$ cat config.mk
export PLATFORM = sky130hd
export DESIGN_NAME = mem_access_ctrl_flat
export DESIGN_NICKNAME = d
export VERILOG_FILES = /design/src/rtl/mem_access_ctrl_pkg.sv /design/src/rtl/mem_access_ctrl_if.sv /design/src/rtl/mem_access_ctrl_timeout_cnt.sv /design/src/rtl/mem_access_ctrl.sv /design/src/flat_wrapper.sv
export SDC_FILE = /design/constraint.sdc
export NUM_CORES = 1
export LEC_CHECK = 0
export ABC_CLOCK_PERIOD_IN_PS = 2650
export CORE_MARGIN = 2
export CORE_UTILIZATION = 39
export DETAILED_ROUTE_END_ITERATION = 10
export GPL_ROUTABILITY_DRIVEN = 0
export PLACE_DENSITY = 0.8
export SYNTH_ARGS = -nofsm -noshare
export SYNTH_HDL_FRONTEND = slang
export SYNTH_SLANG_ARGS = --single-unit
export TNS_END_PERCENT = 1
$ cat constraint.sdc
create_clock -name clk -period 2.65 [get_ports clk]
set_clock_uncertainty 0.15 [all_clocks]
set_input_delay 0.265 -clock clk [delete_from_list [all_inputs] [get_ports clk]]
set_output_delay 0.265 -clock clk [all_outputs]
set_load 0.02 [all_outputs]
$ cat src/rtl/mem_access_ctrl_pkg.sv
// rtl/mem_access_ctrl_pkg.sv - shared phase, opcode and state definitions for the memory access controller
package mem_access_ctrl_pkg;

  localparam int PHASE_H = 4;
  localparam int PH_F    = 0;
  localparam int PH_M    = 3;

  // Opcode patterns over {op1, op2, op3}; masked-out bits are don't-care
  localparam logic [12:0] OP_MASK = 13'b11111111_00_111;
  localparam logic [12:0] ZLD_VAL = 13'b00000011_00_010;
  localparam logic [12:0] ZST_VAL = 13'b00100011_00_010;

  typedef enum logic [2:0] {
    MA_IDLE   = 3'd0,
    MA_WAIT_F = 3'd1,
    MA_WAIT_L = 3'd2,
    MA_WAIT_S = 3'd3,
    MA_DONE   = 3'd4
  } ma_state_e;

  function automatic logic op_match(input logic [7:0] op1, input logic [1:0] op2,
                                    input logic [2:0] op3, input logic [12:0] val);
    return (({op1, op2, op3} & OP_MASK) == val);
  endfunction

endpackage

$ cat src/rtl/mem_access_ctrl_if.sv
// rtl/mem_access_ctrl_if.sv - req/ack word-memory bus between the controller and the memory
interface mem_access_ctrl_if #(
  parameter int ADDR_W = 8
);
  logic              mem_req;
  logic              mem_we;
  logic [ADDR_W-1:0] mem_addr;
  logic [31:0]       mem_wdata;
  logic [31:0]       mem_rdata;
  logic              mem_ack;

  modport master (
    output mem_req, mem_we, mem_addr, mem_wdata,
    input  mem_rdata, mem_ack
  );

  modport slave (
    input  mem_req, mem_we, mem_addr, mem_wdata,
    output mem_rdata, mem_ack
  );
endinterface

$ cat src/rtl/mem_access_ctrl_timeout_cnt.sv
// rtl/mem_access_ctrl_timeout_cnt.sv - saturating watchdog counter for outstanding memory accesses
module mem_timeout_cnt #(
  parameter int TIMEOUT = 16
) (
  input  logic clk,
  input  logic rst,
  input  logic clear_i,
  input  logic enable_i,
  output logic expire_o
);
  localparam int CW = (TIMEOUT < 2) ? 1 : $clog2(TIMEOUT + 1);
  localparam logic [CW-1:0] CNT_MAX  = CW'(TIMEOUT);
  localparam logic [CW-1:0] CNT_LAST = (TIMEOUT == 0) ? '0 : CW'(TIMEOUT - 1);

  logic [CW-1:0] cnt_q;
  logic [CW-1:0] cnt_d;

  always_comb begin
    cnt_d = cnt_q;
    if (clear_i) begin
      cnt_d = '0;
    end else if (enable_i && (cnt_q != CNT_MAX)) begin
      cnt_d = cnt_q + 1'b1;
    end
  end

  always_ff @(posedge clk or negedge rst) begin
    if (!rst) begin
      cnt_q <= '0;
    end else begin
      cnt_q <= cnt_d;
    end
  end

  // Fires in the wait cycle whose increment would make the count reach TIMEOUT
  assign expire_o = (TIMEOUT != 0) && enable_i && (cnt_q == CNT_LAST);

endmodule

$ cat src/rtl/mem_access_ctrl.sv
// rtl/mem_access_ctrl.sv - CPU-side memory initiator: fetch/load/store requests with req/ack and watchdog
module mem_access_ctrl
  import mem_access_ctrl_pkg::*;
#(
  parameter int ADDR_W  = 8,
  parameter int TIMEOUT = 16
) (
  input  logic               clk,
  input  logic               rst,
  input  logic [PHASE_H:0]   phase_i,
  input  logic [31:0]        pc_i,
  input  logic [31:0]        ma_i,
  input  logic [7:0]         op1_i,
  input  logic [1:0]         op2_i,
  input  logic [2:0]         op3_i,
  input  logic [31:0]        store_data_i,
  mem_access_ctrl_if.master  bus,
  output logic [31:0]        ir_o,
  output logic [31:0]        mdr_o,
  output logic               stall_o,
  output logic               err_o
);
  ma_state_e         state_q, state_d;
  logic              req_q, req_d;
  logic              we_q, we_d;
  logic [ADDR_W-1:0] addr_q, addr_d;
  logic [31:0]       wdata_q, wdata_d;
  logic [31:0]       ir_q, ir_d;
  logic [31:0]       mdr_q, mdr_d;
  logic              stall_q, stall_d;
  logic              err_q, err_d;
  logic              fetch_q, fetch_d;
  logic              waiting;
  logic              expire;
  logic              is_ld;
  logic              is_st;
  logic              unused_bits;

  assign is_ld   = op_match(op1_i, op2_i, op3_i, ZLD_VAL);
  assign is_st   = op_match(op1_i, op2_i, op3_i, ZST_VAL);
  assign waiting = (state_q == MA_WAIT_F) || (state_q == MA_WAIT_L) || (state_q == MA_WAIT_S);
  assign unused_bits = ^{phase_i, pc_i, ma_i};

  mem_timeout_cnt #(
    .TIMEOUT (TIMEOUT)
  ) u_wdog (
    .clk      (clk),
    .rst      (rst),
    .clear_i  (state_q == MA_IDLE),
    .enable_i (waiting && !bus.mem_ack),
    .expire_o (expire)
  );

  always_comb begin
    state_d = state_q;
    req_d   = req_q;
    we_d    = we_q;
    addr_d  = addr_q;
    wdata_d = wdata_q;
    ir_d    = ir_q;
    mdr_d   = mdr_q;
    stall_d = stall_q;
    err_d   = err_q;
    fetch_d = fetch_q;
    case (state_q)
      MA_IDLE: begin
        if (phase_i[PH_F]) begin
          req_d   = 1'b1;
          we_d    = 1'b0;
          addr_d  = pc_i[ADDR_W-1:0];
          stall_d = 1'b1;
          fetch_d = 1'b1;
          state_d = MA_WAIT_F;
        end else if (phase_i[PH_M] && is_ld) begin
          req_d   = 1'b1;
          we_d    = 1'b0;
          addr_d  = ma_i[ADDR_W-1:0];
          stall_d = 1'b1;
          fetch_d = 1'b0;
          state_d = MA_WAIT_L;
        end else if (phase_i[PH_M] && is_st) begin
          req_d   = 1'b1;
          we_d    = 1'b1;
          addr_d  = ma_i[ADDR_W-1:0];
          wdata_d = store_data_i;
          stall_d = 1'b1;
          fetch_d = 1'b0;
          state_d = MA_WAIT_S;
        end
      end
      MA_WAIT_F, MA_WAIT_L, MA_WAIT_S: begin
        // Ack beats a watchdog expiry landing in the same cycle
        if (bus.mem_ack) begin
          req_d   = 1'b0;
          we_d    = 1'b0;
          stall_d = 1'b0;
          if (state_q == MA_WAIT_F) ir_d  = bus.mem_rdata;
          if (state_q == MA_WAIT_L) mdr_d = bus.mem_rdata;
          state_d = MA_DONE;
        end else if (expire) begin
          req_d   = 1'b0;
          we_d    = 1'b0;
          stall_d = 1'b0;
          err_d   = 1'b1;
          state_d = MA_DONE;
        end
      end
      MA_DONE: begin
        // Hold here while the triggering phase is still high so it cannot re-issue
        if (fetch_q ? !phase_i[PH_F] : !phase_i[PH_M]) begin
          state_d = MA_IDLE;
        end
      end
      default: state_d = MA_IDLE;
    endcase
  end

  always_ff @(posedge clk or negedge rst) begin
    if (!rst) begin
      state_q <= MA_IDLE;
      req_q   <= 1'b0;
      we_q    <= 1'b0;
      addr_q  <= '0;
      wdata_q <= '0;
      ir_q    <= '0;
      mdr_q   <= '0;
      stall_q <= 1'b0;
      err_q   <= 1'b0;
      fetch_q <= 1'b0;
    end else begin
      state_q <= state_d;
      req_q   <= req_d;
      we_q    <= we_d;
      addr_q  <= addr_d;
      wdata_q <= wdata_d;
      ir_q    <= ir_d;
      mdr_q   <= mdr_d;
      stall_q <= stall_d;
      err_q   <= err_d;
      fetch_q <= fetch_d;
    end
  end

  assign bus.mem_req   = req_q;
  assign bus.mem_we    = we_q;
  assign bus.mem_addr  = addr_q;
  assign bus.mem_wdata = wdata_q;
  assign ir_o          = ir_q;
  assign mdr_o         = mdr_q;
  assign stall_o       = stall_q;
  assign err_o         = err_q;

endmodule

$ cat src/flat_wrapper.sv
// flat-port wrapper written by rule: the top's interface ports become plain ports
module mem_access_ctrl_flat import mem_access_ctrl_pkg::*;
#(
  parameter int ADDR_W  = 8,
  parameter int TIMEOUT = 16
)
  (clk, rst, phase_i, pc_i, ma_i, op1_i, op2_i, op3_i, store_data_i, ir_o, mdr_o, stall_o, err_o, bus_mem_req, bus_mem_we, bus_mem_addr, bus_mem_wdata, bus_mem_rdata, bus_mem_ack);
  mem_access_ctrl_if #(.ADDR_W(ADDR_W)) bus_i ();
  input  logic clk;
  input  logic rst;
  input  logic [PHASE_H:0] phase_i;
  input  logic [31:0] pc_i;
  input  logic [31:0] ma_i;
  input  logic [7:0] op1_i;
  input  logic [1:0] op2_i;
  input  logic [2:0] op3_i;
  input  logic [31:0] store_data_i;
  output logic [31:0] ir_o;
  output logic [31:0] mdr_o;
  output logic stall_o;
  output logic err_o;
  output wire logic [$bits(bus_i.mem_req)-1:0] bus_mem_req;
  output wire logic [$bits(bus_i.mem_we)-1:0] bus_mem_we;
  output wire logic [$bits(bus_i.mem_addr)-1:0] bus_mem_addr;
  output wire logic [$bits(bus_i.mem_wdata)-1:0] bus_mem_wdata;
  input wire logic [$bits(bus_i.mem_rdata)-1:0] bus_mem_rdata;
  input wire logic [$bits(bus_i.mem_ack)-1:0] bus_mem_ack;
  assign bus_mem_req = bus_i.mem_req;
  assign bus_mem_we = bus_i.mem_we;
  assign bus_mem_addr = bus_i.mem_addr;
  assign bus_mem_wdata = bus_i.mem_wdata;
  assign bus_i.mem_rdata = bus_mem_rdata;
  assign bus_i.mem_ack = bus_mem_ack;
  mem_access_ctrl #(.ADDR_W(ADDR_W), .TIMEOUT(TIMEOUT)) u_core (.clk(clk), .rst(rst), .phase_i(phase_i), .pc_i(pc_i), .ma_i(ma_i), .op1_i(op1_i), .op2_i(op2_i), .op3_i(op3_i), .store_data_i(store_data_i), .bus(bus_i), .ir_o(ir_o), .mdr_o(mdr_o), .stall_o(stall_o), .err_o(err_o));
endmodule
---- Word level (Yosys, flattened, before mapping) ----
Index checks and enable logic that the tools add are counted.
cells by class
  $add $sub $neg .......................... 1
  equal/unequal tests ..................... 11
  multiplexer cells ....................... 25
  bitwise operators ....................... 3
  reduce and logical (&&, ||, !) cells .... 22
operators with widths
  kind                   number
  $mux W8                3
  $mux W3                6
  $reduce_and A3 Y1      5
  $eq A11 B5 Y1 const B  1
  $eq A11 B9 Y1 const B  1
  $mux W1                11
  $mux W5                2
  $pmux W3 S3            1
  $eq A3 B2 Y1 const B   2
  $add A5 B1 Y5 const B  1
  $eq A5 B4 Y1 const B   1
  $logic_and A1 B1 Y1    5
  $ne A5 B5 Y1 const B   1
  $ne A4 B2 Y1 const B   1
  $pmux W1 S2            2
  $reduce_and A4 Y1      1
  $reduce_bool A2 Y1     2
  $eq A3 B1 Y1 const B   1
  $eq A3 B3 Y1 const B   1
  $logic_not A1 Y1       3
  $logic_not A3 Y1       1
  $ne A3 B2 Y1 const B   1
  $not A1 Y1             3
  $reduce_bool A3 Y1     1
  4 further kinds        5
storage, ports and cells
  register bits ........................... 116
  output and inout port bits .............. 108

---- Depth between registers and ports, before layout ----
  word-level depth ........................ 8
  depth in mapped cells ................... 7

---- Cells and area by module ----
Synthesis repeated with hierarchy kept, for this count alone.
unflattened totals
  cell total of the unflattened synthesis .. 306
  area total of the unflattened synthesis .. 4840.9 sq um
modules (own cells, without submodules)
  module           times used  cells each  area each (sq um)  seq. area each (sq um)
  mem_access_ctrl  1           276         4534.3             2777.7
  mem_timeout_cnt  1           30          306.5              125.1

---- Worst setup path after synthesis ----
Ideal clock, no wire load.
  path type ............................... in2reg
  from .................................... input port op3_i[0]
  to ...................................... register u_core.wdata_q[10] (netlist: u_core.bus.mem_wdata[10])
  arrival ................................. 1.775 ns
  slack ................................... 0.600 ns
  stages .................................. 6
  buffers on the path ..................... 2
  cell sequence ........................... or4b_4 nor3_4 and3_1 buf_6 buf_12 mux2_4
on the way
  word-level cells in the longest chain between the ends .. 4
  elaborated cells on any way between the ends .. 6
RTL lines
  item                                    line                       RTL
  from (decl)                             flat_wrapper.sv:16         input logic [2:0] op3_i;
  $eq A11 B5 Y1                           mem_access_ctrl_pkg.sv:23  return (({op1, op2, op3} & OP_MASK) == val);
  $logic_and A1 B1 Y1                     mem_access_ctrl.sv:74      end else if (phase_i[PH_M] && is_ld) begin
  $not A1 Y1 (no source line)             -
  $reduce_and A4 Y1 (no source line) (*)  -
  to (signal assigned)                    mem_access_ctrl.sv:135     wdata_q <= wdata_d;
  to (decl)                               mem_access_ctrl.sv:27      logic [31:0] wdata_q, wdata_d;
Every way passes the cells marked *; elsewhere a longest branch is shown, timed or not.
A chain may end at the register's enable or synchronous reset.

---- Worst setup path in the final report ----
  from .................................... register u_core.state_q[2]
  to ...................................... register u_core.wdata_q[29] (netlist: u_core.bus.mem_wdata[29])
on the way
  word-level cells in the longest chain between the ends .. 2
RTL lines
  item                                line                    RTL
  from (decl)                         mem_access_ctrl.sv:23   ma_state_e state_q, state_d;
  from (signal assigned)              mem_access_ctrl.sv:131  state_q <= state_d;
  $logic_not A3 Y1                    mem_access_ctrl.sv:65   case (state_q)
  $reduce_and A4 Y1 (no source line)  -
No other way between the ends.

==> run_results.csv <==
group,metric,value,unit
logic_synthesis,synthAdderAreaFrac,0.782,%
grt,grt_max_degree,63,
timing,setup_violations,0,
logic_synthesis,synthTopCellsByArea,"dfrtp_1 (60%), mux2_2 (20%), mux2_4 (9.1%)",
logic_synthesis,yosys.area_share.simple,4.85,%
logic_synthesis,synth_top_family_by_area,"multiplexers",
finish,area_growth_syn_to_layout,57.9,%
floorplanning,die_w,115,um
logic_synthesis,yosysSeqAreaShare,60.5,%
place,dp_hpwl,8.44,mm
finish,fillCellCount,926,
logic_synthesis,postSynthCellCount,302,
place,io_buffer_count,203,
routing,drc_errors,0,
power,pwr-share-seq,36.7,%
power,vdd_drop_max,0.623,mV
floorplanning,core_area,12000,um2
logic_synthesis,synth_seq_cells,116,
floorplanning,initial_core_util,39.9,%
power,p_per_area,840,nW/um2
floorplanning,die_area,13200,um2
logic_synthesis,synth_top_area_share,60.5,%
routing,wl_per_cell,17.2,um
logic_synthesis,synthArstFlopShare,100,%
clocking,cts.repair.resized,0,
finish,fin_cells,678,
finish,drive_above_1_share,29.6,%
logic_synthesis,synthMuxAreaShare,28.8,%
grt,grt_pass1_wl,18.4,mm
finish,fin_nets,672,
setup_path,crit_buf_inv,1,
clocking,cts_max_path_buffers,2,
logic_synthesis,synth_edf_count,0,
logic_synthesis,synth_cell_types,38,
routing,vias,3315,
timing,finalMaxSlewViolations,0,
timing,setup_ws,0.357,ns
logic_synthesis,yosysTopAreaCell,"dfrtp_1",
floorplanning,dieHeight,115,um
timing,slew_headroom,64.6,%
place,pre_cts_ws,0.112,ns
routing,drt_first_pass_iters,4,
logic_synthesis,synth_compound_area_share,1.38,%
clocking,htree_levels,4,
setup_path,cpMaxStageDelayCell,"or3_1",
routing,drt_wl_total,11.7,mm
setup_path,worstPathCellList,"or3_1 -> nor2_1 -> and3_2 -> buf_4 -> mux2_4",
setup_path,critPathRequiredTime,2.79,ns
logic_synthesis,synthXorXnorAreaFrac,0.548,%
power,pwr-share-clk,31.8,%
timing,rsz0062_at_grt,"false",
timing,tightest_slew,0.531,ns
floorplanning,num_io_pins,257,
logic_synthesis,yosys_most_used_dff,"dfrtp_1",
logic_synthesis,postSynthAreaPerCell,15.9,um2
clocking,postCtsSetupBuffers,0,
setup_path,worst_setup_path_start_kind,"register",
logic_synthesis,synth_area,4800,um2
clocking,path_clk_slew,0.05,ns
setup_path,cpLargestDelayFamily,"simple AND/OR/NAND/NOR gates",
clocking,root_buffer,"clkbuf_16",
setup_path,crit_path_end_kind,"register",
worst_hold_path,min_path_type,"input pin to asynchronous set/reset pin",
clocking,clock_latency,0.40,ns
grt,track_usage,18.4,%
place,place_inst,647,
setup_path,worst_ep_arrival_time,2.43,ns
timing,finalHoldViolCount,0,
timing,finalCritPeriodShare,86.5,%
grt,overflow,0,
floorplanning,rows,40,
logic_synthesis,yosys_warnings,0,
power,finalPower,6370,uW
grt,grt_pass1_vias,3531,
timing,fin_setup_tns,0,ns
logic_synthesis,syn_nets,454,
clocking,cts_tree,"done",
setup_path,path_class,"register to register",
routing,drtIter0Drc,121,
power,intPower,4510,uW
status,status,"finished, final reports clean",
clocking,cts_sinks,116,
routing,ant_nets,0,
timing,fin_crit,2.29,ns
grt,antenna_found_initial,0,
setup_path,path_max_fanout,11,
power,leakagePower,0.00334,uW
power,p_sw,1850,uW
flow_run,drv_cap,0,
routing,via_per_inst,4.89,
finish,diodes,0,
power,swShare,29.1,%
timing,timing.fmax,436,MHz
setup_path,slowest_delay,0.50,ns
clocking,cts_buffers,17,
power,p_comb_share,31.5,%
clocking,cts_hold_buffers,1,
==> cell usage after synthesis, types with 2 or more instances <==
library cell / count
a21oi_1: 2
and3_1: 2
buf_12: 3
buf_2: 7
clkbuf_1: 3
dfrtp_1: 116
ha_1: 3
inv_1: 7
mux2_2: 84
mux2_4: 29
nand2_1: 4
nand3_1: 4
nand3b_1: 2
nand4_1: 2
nor2_1: 5
nor3b_1: 2
o21ai_0: 3
or3_1: 3
xor2_1: 2
==> worst paths after layout <==
path / start / endpoint / slack, ns / cells after the start
worst max-delay path: u_core.state_q[2]$_DFFE_PN0P_ / u_core.bus.mem_wdata[29]$_DFFE_PN0P_ / 0.36 / 5
worst min-delay path: rst / u_core.ir_o[29]$_DFFE_PN0P_ / 0.1 / 2
worst max register to register: u_core.state_q[2]$_DFFE_PN0P_ / u_core.bus.mem_wdata[29]$_DFFE_PN0P_ / 0.36 / 5
worst min register to register: u_core.err_o$_DFFE_PN0P_ / u_core.err_o$_DFFE_PN0P_ / 0.35 / 1
max in group asynchronous: rst / u_core.mdr_o[9]$_DFFE_PN0P_ / 1.48 / 3
min in group clk: store_data_i[12] / u_core.bus.mem_wdata[12]$_DFFE_PN0P_ / 0.32 / 2
==> logic make-up (layout without fill, tap and decap cells) <==
family,count (synthesis),after routing
simple gates,35,35
flops,116,116
compound gates,10,10
buf+inv,22,251
fa+ha+maj,3,3
xor+xnor,3,3
mux,113,113
==> final cells by class <==
class | instances | area (um2) | share of cell area [%]
timing repair buffer | 214 | 2160 | 28.6
clock buffer | 26 | 509 | 6.72
sequential | 116 | 2900 | 38.3
multi-input combinational | 164 | 1770 | 23.3
tap | 147 | 184 | 2.43
clock inverter | 4 | 22.5 | 0.297
inverter | 7 | 26.3 | 0.347
==> state kept, by name (all words and copies together) (netlist names) <==
name                  count
u_core.fetch_q            1
u_core.state_q            3
u_core.bus.mem_addr       8
u_core.bus.mem_we         1
u_core.bus.mem_wdata     32
u_core.mdr_o             32
u_core.u_wdog.cnt_q       5
u_core.bus.mem_req        1
u_core.ir_o              32
u_core.err_o              1
==> worst register-to-register path, stage by stage, from the launching register on <==
cell and delay [ns]:
dfrtp_1 0.49, or3_1 0.50, nor2_1 0.19, and3_2 0.27, buf_4 0.25, mux2_4 0.32
==> power by group through the flow <==
| stage | sequential [uW] | combinational (uW) | clock (uW) |
|---|---|---|---|
| global route | 2390 | 2120 | 2170 |
| global placement | 2340 | 1980 | 0 |
| floorplan | 2740 | 585 | 0 |
| CTS | 2340 | 2040 | 2080 |
| finish | 2340 | 2010 | 2030 |
| detailed placement | 2360 | 2020 | 0 |
==> layer usage <==
layer	wire, um	vias to the layer above	global-route usage (%)	share of wire, %
li1	-	1516	-	-
met1	4600	1647	21.0	39
met2	5980	129	31.2	51
met3	802	23	6.75	6.9
met4	285	0	7.79	2.4
met5	0	-	0	0
==> metrics by stage <==
step           hold slack (ns)  util (%)  area [um2]
2_1_floorplan           -0.181         -        4800
3_3_place_gp           -0.0252      58.6        7040
3_5_place_dp           -0.0209      58.6        7040
4_1_cts                 0.0806      63.1        7580
5_1_grt                  0.103      63.1        7580
6_report                0.0972      63.1        7580
==> cell usage in the layout, fill, tap and decap left out, drive strengths merged, types with 2 or more instances in the layout <==
master / instances
nand3: 4
inv: 7
clkbuf: 26
nand2: 4
clkdlybuf4s50: 202
ha: 3
mux2: 113
nor3: 2
nor2: 5
nand4: 2
nor3b: 2
nand3b: 2
a21oi: 2
dfrtp: 116
o21ai: 3
clkinv: 3
buf: 11
and3: 2
or3: 3
xor2: 2
No activity file was read; power rests on OpenSTA's default activity.
